===== config.mk =====
export PLATFORM = sky130hd
export DESIGN_NAME = fft_sched
export DESIGN_NICKNAME = d
export VERILOG_FILES = /design/src/rtl/fft_pkg.sv /design/src/rtl/fft_tag_fifo.sv /design/src/rtl/fft_sched.sv
export SDC_FILE = /design/constraint.sdc
export NUM_CORES = 1
export LEC_CHECK = 0
export ABC_CLOCK_PERIOD_IN_PS = 2950
export CORE_UTILIZATION = 42
export CTS_BUF_LIST = sky130_fd_sc_hd__clkbuf_16
export DETAILED_ROUTE_END_ITERATION = 8
export GPL_TIMING_DRIVEN = 0
export PLACE_DENSITY = 0.82
export SLEW_MARGIN = 30
export SYNTH_ARGS = -nofsm -noshare
export SYNTH_HDL_FRONTEND = slang
export SYNTH_SLANG_ARGS = --single-unit

===== constraint.sdc =====
create_clock -name clk -period 2.95 [get_ports clk]
set_input_delay 0.59 -clock clk [delete_from_list [all_inputs] [get_ports clk]]
set_output_delay 0.59 -clock clk [all_outputs]
set_load 0.05 [all_outputs]

===== src/rtl/fft_pkg.sv =====
// Shared constants and types for the FFT frame scheduler and its tag FIFO.
package fft_pkg;

    localparam int unsigned SizeDef = 1024;
    localparam int unsigned RnDef   = 14;
    localparam int unsigned TagChW  = 8;

    typedef struct packed {
        logic [RnDef-1:0] re;
        logic [RnDef-1:0] im;
    } cplx_t;

    typedef struct packed {
        logic [TagChW-1:0] ch;
        logic              vld;
    } tag_t;

    localparam int unsigned TagW = $bits(tag_t);

    typedef enum logic {StIdle, StLoad} state_t;

endpackage


===== src/rtl/fft_tag_fifo.sv =====
// Two-entry tag FIFO linking each FFT load window to its output frame.
module fft_tag_fifo
    import fft_pkg::*;
(
    input  logic            clk,
    input  logic            n_reset,
    input  logic            push,
    input  logic            pop,
    input  logic [TagW-1:0] wdata,
    output logic [TagW-1:0] head,
    output logic            full,
    output logic            empty
);

    logic [TagW-1:0] mem_q [2];
    logic            wr_ptr_q;
    logic            rd_ptr_q;
    logic [1:0]      cnt_q;
    logic            do_push;
    logic            do_pop;

    assign empty   = (cnt_q == 2'd0);
    assign full    = (cnt_q == 2'd2);
    assign head    = mem_q[rd_ptr_q];
    assign do_pop  = pop && !empty;
    // A pop in the same cycle frees the slot the push lands in.
    assign do_push = push && (!full || do_pop);

    always_ff @(posedge clk or negedge n_reset) begin
        if (!n_reset) begin
            mem_q[0] <= '0;
            mem_q[1] <= '0;
            wr_ptr_q <= 1'b0;
            rd_ptr_q <= 1'b0;
            cnt_q    <= 2'd0;
        end else begin
            if (do_push) begin
                mem_q[wr_ptr_q] <= wdata;
                wr_ptr_q        <= ~wr_ptr_q;
            end
            if (do_pop) begin
                rd_ptr_q <= ~rd_ptr_q;
            end
            if (do_push && !do_pop) begin
                cnt_q <= cnt_q + 2'd1;
            end else if (do_pop && !do_push) begin
                cnt_q <= cnt_q - 2'd1;
            end
        end
    end

endmodule


===== src/rtl/fft_sched.sv =====
// Round-robin frame scheduler sharing one free-running FFT core between CH channels,
// tagging each load window so results come back labelled with channel and bin.
module fft_sched
    import fft_pkg::*;
#(
    parameter int unsigned SIZE = SizeDef,
    parameter int unsigned RN   = RnDef,
    parameter int unsigned CH   = 2,
    localparam int unsigned AW  = $clog2(SIZE),
    localparam int unsigned CHW = (CH > 1) ? $clog2(CH) : 1
) (
    input  logic               clk,
    input  logic               n_reset,
    input  logic [CH-1:0]      ch_rdy,
    output logic [CH-1:0]      ch_take,
    output logic [AW-1:0]      ch_addr,
    input  logic [CH*2*RN-1:0] ch_data,
    input  logic               fft_req,
    output logic [2*RN-1:0]    fft_in,
    input  logic               fft_valid,
    input  logic [2*RN-1:0]    fft_out,
    output logic               out_valid,
    output logic [2*RN-1:0]    out_data,
    output logic [CHW-1:0]     out_ch,
    output logic [AW-1:0]      out_bin,
    output logic               out_last,
    output logic               err
);

    localparam int unsigned   DW       = 2 * RN;
    localparam logic [AW-1:0] LastBeat = AW'(SIZE - 1);

    state_t          state_q, state_d;
    logic [AW-1:0]   beat_q, beat_d;
    logic            sel_vld_q, sel_vld_d;
    logic [CHW-1:0]  sel_ch_q, sel_ch_d;
    logic [CHW-1:0]  rr_q, rr_d;
    logic [CH-1:0]   take_q, take_d;
    logic            pick_vld;
    logic [CHW-1:0]  pick_ch;
    logic            push;
    logic            abort;
    tag_t            tag_push;
    tag_t            tag_head;
    logic            fifo_full;
    logic            fifo_empty;
    logic            fire;
    logic            pop;
    logic [AW-1:0]   cnt_q;
    logic            err_q;
    logic            out_valid_q, out_last_q;
    logic [DW-1:0]   out_data_q;
    logic [CHW-1:0]  out_ch_q;
    logic [AW-1:0]   out_bin_q;
    logic            unused_tag_bits;

    // First ready channel after the last one served.
    always_comb begin
        int unsigned idx;
        pick_vld = 1'b0;
        pick_ch  = '0;
        idx      = 0;
        for (int k = 1; k <= int'(CH); k++) begin
            idx = (32'(rr_q) + 32'(k)) % CH;
            if (!pick_vld && ch_rdy[idx[CHW-1:0]]) begin
                pick_vld = 1'b1;
                pick_ch  = CHW'(idx);
            end
        end
    end

    always_comb begin
        state_d   = state_q;
        beat_d    = beat_q;
        sel_vld_d = sel_vld_q;
        sel_ch_d  = sel_ch_q;
        rr_d      = rr_q;
        take_d    = '0;
        push      = 1'b0;
        abort     = 1'b0;
        unique case (state_q)
            StIdle: begin
                if (fft_req) begin
                    state_d = StLoad;
                    beat_d  = AW'(1);
                end else begin
                    sel_vld_d = pick_vld;
                    sel_ch_d  = pick_ch;
                end
            end
            StLoad: begin
                if (!fft_req) begin
                    abort   = 1'b1;
                    beat_d  = '0;
                    state_d = StIdle;
                end else if (beat_q == LastBeat) begin
                    push    = 1'b1;
                    beat_d  = '0;
                    state_d = StIdle;
                    if (sel_vld_q) begin
                        take_d[sel_ch_q] = 1'b1;
                        rr_d             = sel_ch_q;
                    end
                end else begin
                    beat_d = beat_q + AW'(1);
                end
            end
            default: state_d = StIdle;
        endcase
    end

    always_ff @(posedge clk or negedge n_reset) begin
        if (!n_reset) begin
            state_q   <= StIdle;
            beat_q    <= '0;
            sel_vld_q <= 1'b0;
            sel_ch_q  <= '0;
            rr_q      <= CHW'(CH - 1);
            take_q    <= '0;
        end else begin
            state_q   <= state_d;
            beat_q    <= beat_d;
            sel_vld_q <= sel_vld_d;
            sel_ch_q  <= sel_ch_d;
            rr_q      <= rr_d;
            take_q    <= take_d;
        end
    end

    // Address runs one ahead of the beat so the 1-cycle read lands on the next req.
    assign ch_addr = fft_req ? beat_q + AW'(1) : beat_q;
    assign fft_in  = (fft_req && sel_vld_q) ? ch_data[32'(sel_ch_q) * DW +: DW] : '0;
    assign ch_take = take_q;

    assign tag_push = '{ch: TagChW'(sel_ch_q), vld: sel_vld_q};

    fft_tag_fifo u_tag_fifo (
        .clk     (clk),
        .n_reset (n_reset),
        .push    (push),
        .pop     (pop),
        .wdata   (tag_push),
        .head    (tag_head),
        .full    (fifo_full),
        .empty   (fifo_empty)
    );

    assign fire            = fft_valid && !fifo_empty;
    assign pop             = fire && (cnt_q == LastBeat);
    assign unused_tag_bits = ^tag_head.ch;

    always_ff @(posedge clk or negedge n_reset) begin
        if (!n_reset) begin
            cnt_q       <= '0;
            out_valid_q <= 1'b0;
            out_last_q  <= 1'b0;
            out_data_q  <= '0;
            out_ch_q    <= '0;
            out_bin_q   <= '0;
            err_q       <= 1'b0;
        end else begin
            out_valid_q <= 1'b0;
            out_last_q  <= 1'b0;
            if (fire) begin
                out_valid_q <= tag_head.vld;
                out_last_q  <= tag_head.vld && (cnt_q == LastBeat);
                out_data_q  <= fft_out;
                out_ch_q    <= tag_head.ch[CHW-1:0];
                out_bin_q   <= cnt_q;
                cnt_q       <= cnt_q + AW'(1);
            end
            if (abort || (push && fifo_full && !pop) || (fft_valid && fifo_empty)) begin
                err_q <= 1'b1;
            end
        end
    end

    assign out_valid = out_valid_q;
    assign out_last  = out_last_q;
    assign out_data  = out_data_q;
    assign out_ch    = out_ch_q;
    assign out_bin   = out_bin_q;
    assign err       = err_q;

endmodule

==> reports/results.tsv, run 1 <==
stage	metric	value	unit
synthesis	synth_cell_type_count	38	
die	die_h	95.9	um
global_route	grt_pass1_vias	3641	
die	die-area	9190	sq um
final_layout	diodes	0	
clock_network	clk_latency	0.33	ns
pwr	ir_worst_vdd	0.000220	V
timing	worst_pin_slew	0.754	ns
clock_network	clockBufferDepth	2	
timing	finalClockSkew	0.00640	ns
final_layout	area_growth	57.5	%
final_layout	layout_common_cells	nand2_1 (140), clkdlybuf4s50_1 (133), dfrtp_1 (75), nor2_1 (40), mux2i_1 (30)	
route	drt_iter0_markers	120	
synthesis	syn_nets	504	
critical_path	crit_arrival	2.22	ns
pwr	p_leak	0.00299	uW
synthesis	ys_seq_area_frac	0.514	
timing	max_freq	356	MHz
timing	hold_ws	0.176	ns
timing	rsz0062_at_grt	no	
placement	hpwl	7.87	mm
die	coreArea	8380	sq um
final_layout	final_core_util	0.695	
global_route	grt_first_pass_wirelength	16.8	mm
route	vias	3561	
global_route	grt_overflow	0	
clock_network	cts.htree.levels	3	
global_route	track_usage	0.240	
timing	period_share	0.953	
clock_network	clockRootBuffer	clkbuf_16	
synthesis	synthFlopType	dfrtp_1	
clock_network	cts_tree	yes	
timing	finalCriticalPeriod	2.81	ns
die	io_pins	172	
route	wl	10.3	mm
synthesis	avgSynthCellArea	9.00	sq um
timing	setup_tns	0	ns
placement	io_buffers	170	
placement	placed_cells	687	
pwr	total_power	2640	uW
global_route	grt_max_degree	50	
clock_network	numCtsBuffers	9	
critical_path	critPathLaunchType	input pin	
critical_path	cp.required	2.36	ns
timing	maxSlewViolCount	0	
timing	worst_slew_margin_rel	0.495	
final_layout	mostFrequentLayoutCell	nand2_1	
pwr	powerDensity	452	nW/um^2
synthesis	ys_ff_latch	76	
route	vias_per_cell	5.07	
timing	report.final.hold_viol_count	0	
clock_network	cts_post_setup_buffers_inserted	0	
status	outcome	complete, no violations	
synthesis	yosysWarnings	0	
synthesis	synthArstFlopShare	1.00	
critical_path	path_class	input pin to output port	
route	drc	0	
final_layout	drive_gt1_frac	0.0720	
die	floorplan.initialDensity	0.442	
die	dieWidth	95.9	um
global_route	antenna_found_initial	0	
placement	place.gp.congestion	0.818	
clock_network	clkSlewWorstSetupHoldPaths	0.06	ns
route	first_pass_iters	4	
critical_path	endpoint_kind	output port	
job	maxCapViolations	0	
route	wl_per_cell	14.7	um
synthesis	syn_inst	411	
final_layout	final_nets	685	
critical_path	crit_path_max_fanout	10	
hold_path	hp-class	input pin to asynchronous set/reset pin	
final_layout	instances_no_fill	702	
synthesis	synthesis.area	3700	sq um
synthesis	synth_edf_count	0	
timing	finalSetupViolCount	0	
route	antenna_left	0	
die	rows	33	
clock_network	clock-sinks	76	
[final cells by class]
class	instances	area, sq um
buffer	25	101
inverter	4	15.0
clock inverter	7	58.8
sequential	76	1900
tap	105	131
clock buffer	9	225
timing repair buffer	171	1710
multi-input combinational	305	1680
fill	658	2550
[synth_stat cells (all sizes together) (3+ instances only)]
library cell	instances	area, sq um
clkbuf	21	78.8
a21oi	4	20.0
o21ai	9	48.8
mux2	5	56.3
nand3	13	65.1
and2	4	25.0
ha	3	37.5
a31oi	5	31.3
inv	4	15.0
xnor2	18	158
dfrtp	75	1880
mux2i	30	300
nand4	4	25.0
xor2	7	61.3
nor2	40	150
nand2	140	526
and4	3	26.3
buf	5	21.3
[flip-flops by register name (all words and copies together), names as in the netlist, 2 cells and up]
register / flops
beat_q: 10
u_tag_fifo.mem_q: 4
u_tag_fifo.cnt_q: 2
out_data: 28
cnt_q: 10
ch_take: 2
out_bin: 10
[where the power goes]
part | switching (uW) | internal [uW] | leakage (uW)
Sequential | 10.0 | 1050 | 0.00104
Clock | 400 | 642 | 0.000141
Combinational | 306 | 225 | 0.00181
Total | 716 | 1920 | 0.00299
[through the flow]
stage	area, sq um	setup WS, ns
after floorplan	3700	0.273
after global placement	5530	-1.29
after detailed placement	5560	-0.288
after CTS	5830	-0.0224
after global routing	5830	0.00333
final	5830	0.140
[final timing paths]
check,from,end,slack (ns),depth (start not counted)
max,fft_req,ch_addr[1],0.14,4
min,n_reset,out_data[14],0.18,1
max reg2reg,beat_q[5],u_tag_fifo.cnt_q[1],0.58,9
min reg2reg,out_data[24],out_data[24],0.47,2
max in group asynchronous,n_reset,rr_q,2.15,2
min in group clk,out_data[24],out_data[24],0.47,2
[repair_timing]
action,4_1_cts,5_1_grt
hold buffers,0,0
cloned,0,0
gates resized for setup,28,40
setup endpoints to repair,36,32
[critical path, cell delays in order]
cell	delay, ns
clkbuf_1	0.27
clkbuf_2	0.30
mux2_2	0.36
clkdlybuf4s50_1	0.70
[logic make-up after synthesis]
family          Yosys count  share of synthesized area
mux                      35                     0.0963
xor+xnor                 25                     0.0592
flops                    76                      0.514
simple gates            214                      0.237
compound gates           28                     0.0517
fa+ha+maj                 3                     0.0101
buf+inv                  30                     0.0311
[layer usage]
layer | wire length, um | up-vias | global-route usage
met1 | 3740 | 1692 | 0.254
met4 | 344 | 0 | 0.119
met2 | 5660 | 147 | 0.455
li1 | - | 1696 | -
met5 | 0 | - | 0
met3 | 597 | 26 | 0.0419
Power figures use the tool's default switching activity.
==> run 2: changes to the inputs <==
--- a/config.mk
+++ b/config.mk
@@ -5,12 +5,14 @@
 export SDC_FILE = /design/constraint.sdc
 export NUM_CORES = 1
 export LEC_CHECK = 0
-export ABC_CLOCK_PERIOD_IN_PS = 2950
-export CORE_UTILIZATION = 42
+export ABC_CLOCK_PERIOD_IN_PS = 3400
+export CORE_MARGIN = 5
+export CORE_UTILIZATION = 45
 export CTS_BUF_LIST = sky130_fd_sc_hd__clkbuf_16
 export DETAILED_ROUTE_END_ITERATION = 8
 export GPL_TIMING_DRIVEN = 0
-export PLACE_DENSITY = 0.82
+export PLACE_DENSITY = 0.87
+export SETUP_SLACK_MARGIN = 0.02
 export SLEW_MARGIN = 30
 export SYNTH_ARGS = -nofsm -noshare
 export SYNTH_HDL_FRONTEND = slang
==> constraint.sdc (replaced) <==
create_clock -name clk -period 3.4 [get_ports clk]
set_input_delay 0.68 -clock clk [delete_from_list [all_inputs] [get_ports clk]]
set_output_delay 0.68 -clock clk [all_outputs]
set_load 0.05 [all_outputs]
==> reports/results.tsv, run 2 (synthesis gave the netlist of run 1 again) <==
stage	metric	value	unit	change
clock_network	clockBufferDepth	2		unchanged
timing	worst_pin_slew	0.760	ns	was 0.754 ns
route	vias	3589		was 3561
clock_network	cts_hold_buf	0		unchanged
critical_path	path_class	input pin to output port		unchanged
critical_path	r2r_setup_slack	0.85	ns	was 0.58 ns
final_layout	diodes	0		unchanged
pwr	p_leak	0.00290	uW	was 0.00299 uW
clock_network	cts.htree.levels	3		unchanged
die	floorplan.initialDensity	0.455		was 0.442
critical_path	reg2reg_depth	8		was 9
placement	hpwl	8.28	mm	was 7.87 mm
job	maxCapViolations	0		unchanged
global_route	track_usage	0.215		was 0.240
critical_path	crit_path_max_fanout	10		unchanged
route	wl_met1	3.80	mm	was 3.74 mm
placement	place.gp.congestion	0.829		was 0.818
final_layout	mostFrequentLayoutCell	clkdlybuf4s50_1		was nand2_1
final_layout	final_core_util	0.723		was 0.695
final_layout	drive_gt1_frac	0.0469		was 0.0720
route	wl_per_cell	15.1	um	was 14.7 um
route	top_layer	met4		unchanged
critical_path	rr_endpoint	u_tag_fifo.cnt_q[1]		unchanged
timing	finalClockSkew	0.00362	ns	was 0.00640 ns
final_layout	layout_common_cells	clkdlybuf4s50_1 (154), nand2_1 (140), dfrtp_1 (75), nor2_1 (40), mux2i_1 (30)		was nand2_1 (140), clkdlybuf4s50_1 (133), dfrtp_1 (75), nor2_1 (40), mux2i_1 (30)
timing	rsz0062_at_grt	no		unchanged
global_route	antenna_found_initial	0		unchanged
placement	place_area	5550	sq um	was 5560 sq um
global_route	grt_overflow	0		unchanged
timing	period_share	0.927		
die	die_h	101	um	was 95.9 um
die	die-area	10100	sq um	was 9190 sq um
final_layout	final_nets	686		was 685
final_layout	final_area	5880	sq um	was 5830 sq um
timing	finalCriticalPeriod	3.15	ns	
critical_path	cp.required	2.72	ns	was 2.36 ns
die	io_pins	172		unchanged
status	outcome	complete, no violations		unchanged
route	wl	10.6	mm	was 10.3 mm
placement	io_buffers	170		unchanged
clock_network	clock-sinks	76		unchanged
critical_path	crit_arrival	2.47	ns	was 2.22 ns
route	met2_length	5.50	mm	was 5.66 mm
timing	maxSlewViolCount	0		unchanged
clock_network	clockRootBuffer	clkbuf_16		unchanged
hold_path	hp-class	input pin to asynchronous set/reset pin		unchanged
final_layout	largest_reg_flops	28		unchanged
pwr	ir_worst_vdd	0.000191	V	was 0.000220 V
final_layout	area_growth	58.9	%	was 57.5%
route	vias_per_cell	5.11		was 5.07
timing	worst_slew_margin_rel	0.491		was 0.495
route	drt_iter0_markers	162		was 120
timing	finalSetupViolCount	0		unchanged
pwr	powerDensity	403	nW/um^2	was 452 nW/um^2
timing	report.final.hold_viol_count	0		unchanged
route	wl_met3	853	um	was 597 um
die	coreArea	8130	sq um	was 8380 sq um
timing	hold_ws	0.289	ns	was 0.176 ns
critical_path	r2r-start	beat_q[0]		was beat_q[5]
die	dieWidth	101	um	was 95.9 um
global_route	grt_first_pass_wirelength	17.3	mm	was 16.8 mm
global_route	grt_pass1_vias	3760		was 3641
clock_network	cts_tree	yes		unchanged
route	drc	0		unchanged
critical_path	critPathLaunchType	input pin		unchanged
timing	max_freq	317	MHz	
clock_network	numCtsBuffers	9		unchanged
route	antenna_left	0		unchanged
clock_network	clk_latency	0.33	ns	about the same
clock_network	clkSlewWorstSetupHoldPaths	0.06	ns	about the same
global_route	grt_max_degree	45		was 50
die	rows	33		unchanged
critical_path	endpoint_kind	output port		unchanged
route	first_pass_iters	4		unchanged
[run 2: changes by cell type in the layout (fill, tap and decap cells not counted), moves of 3 or more]
| cell | before | now |
|---|---|---|
| clkdlybuf4s50_1 | 133 | 154 |
| clkbuf_2 | 13 | 3 |
| dlymetal6s2s_1 | 17 | 12 |
| dlygate4sd2_1 | 5 | 2 |
[run 2: worst max path at each step]
stage / start / endpoint / slack (ns) / cells after the start
floorplan: fft_req / ch_addr[7] / 0.54 / 4
global placement: n_reset / ch_take[1] / -0.86 / 1
detailed placement: fft_req / fft_in[22] / 0.05 / 6
CTS: fft_req / fft_in[22] / 0.03 / 6
global route: fft_req / ch_addr[3] / 0.07 / 5
finish: fft_req / ch_addr[3] / 0.25 / 5
[run 2: power breakdown]
group          total, uW  internal, uW  switching [uW]
clock network        978           631             346
logic                472           207             265
registers            922           914            8.89
total               2370          1750             620
[run 2: routing by layer]
layer,up-vias,global-route usage
li1,1705,-
met1,1670,0.232
met2,176,0.384
met3,38,0.0526
met4,0,0.117
met5,-,0
[run 2: final cells by class]
| class | instances | area, sq um |
|---|---|---|
| Clock inverter | 6 | 80.1 |
| Sequential cell | 76 | 1900 |
| Inverter | 4 | 15.0 |
| Tap cell | 105 | 131 |
| Timing Repair Buffer | 171 | 1740 |
| Multi-Input combinational cell | 305 | 1680 |
| Buffer | 26 | 103 |
| Clock buffer | 9 | 225 |
| Fill cell | 597 | 2250 |
[run 2: timing repair]
| action | 4_1_cts | 5_1_grt |
|---|---|---|
| pin swaps | 0 | 0 |
| gates resized for setup | 3 | 16 |
| buffers inserted | 0 | 0 |
| setup endpoints to repair | 3 | 25 |
[run 2: through the flow]
stage | setup slack [ns] | total power [uW] | cells | TNS [ns]
after global routing | 0.0729 | 2450 | 702 | 0
after global placement | -0.862 | 1400 | 686 | -64.44
after detailed placement | 0.0538 | 1410 | 687 | 0
after CTS | 0.0286 | 2390 | 702 | 0
final | 0.249 | 2370 | 702 | 0
after floorplan | 0.543 | 1190 | 411 | 0
[run 2: critical path: stages]
cell,delay (ns)
clkbuf_1,0.27
clkbuf_1,0.38
nand3_1,0.15
xnor2_1,0.17
clkdlybuf4s50_1,0.83
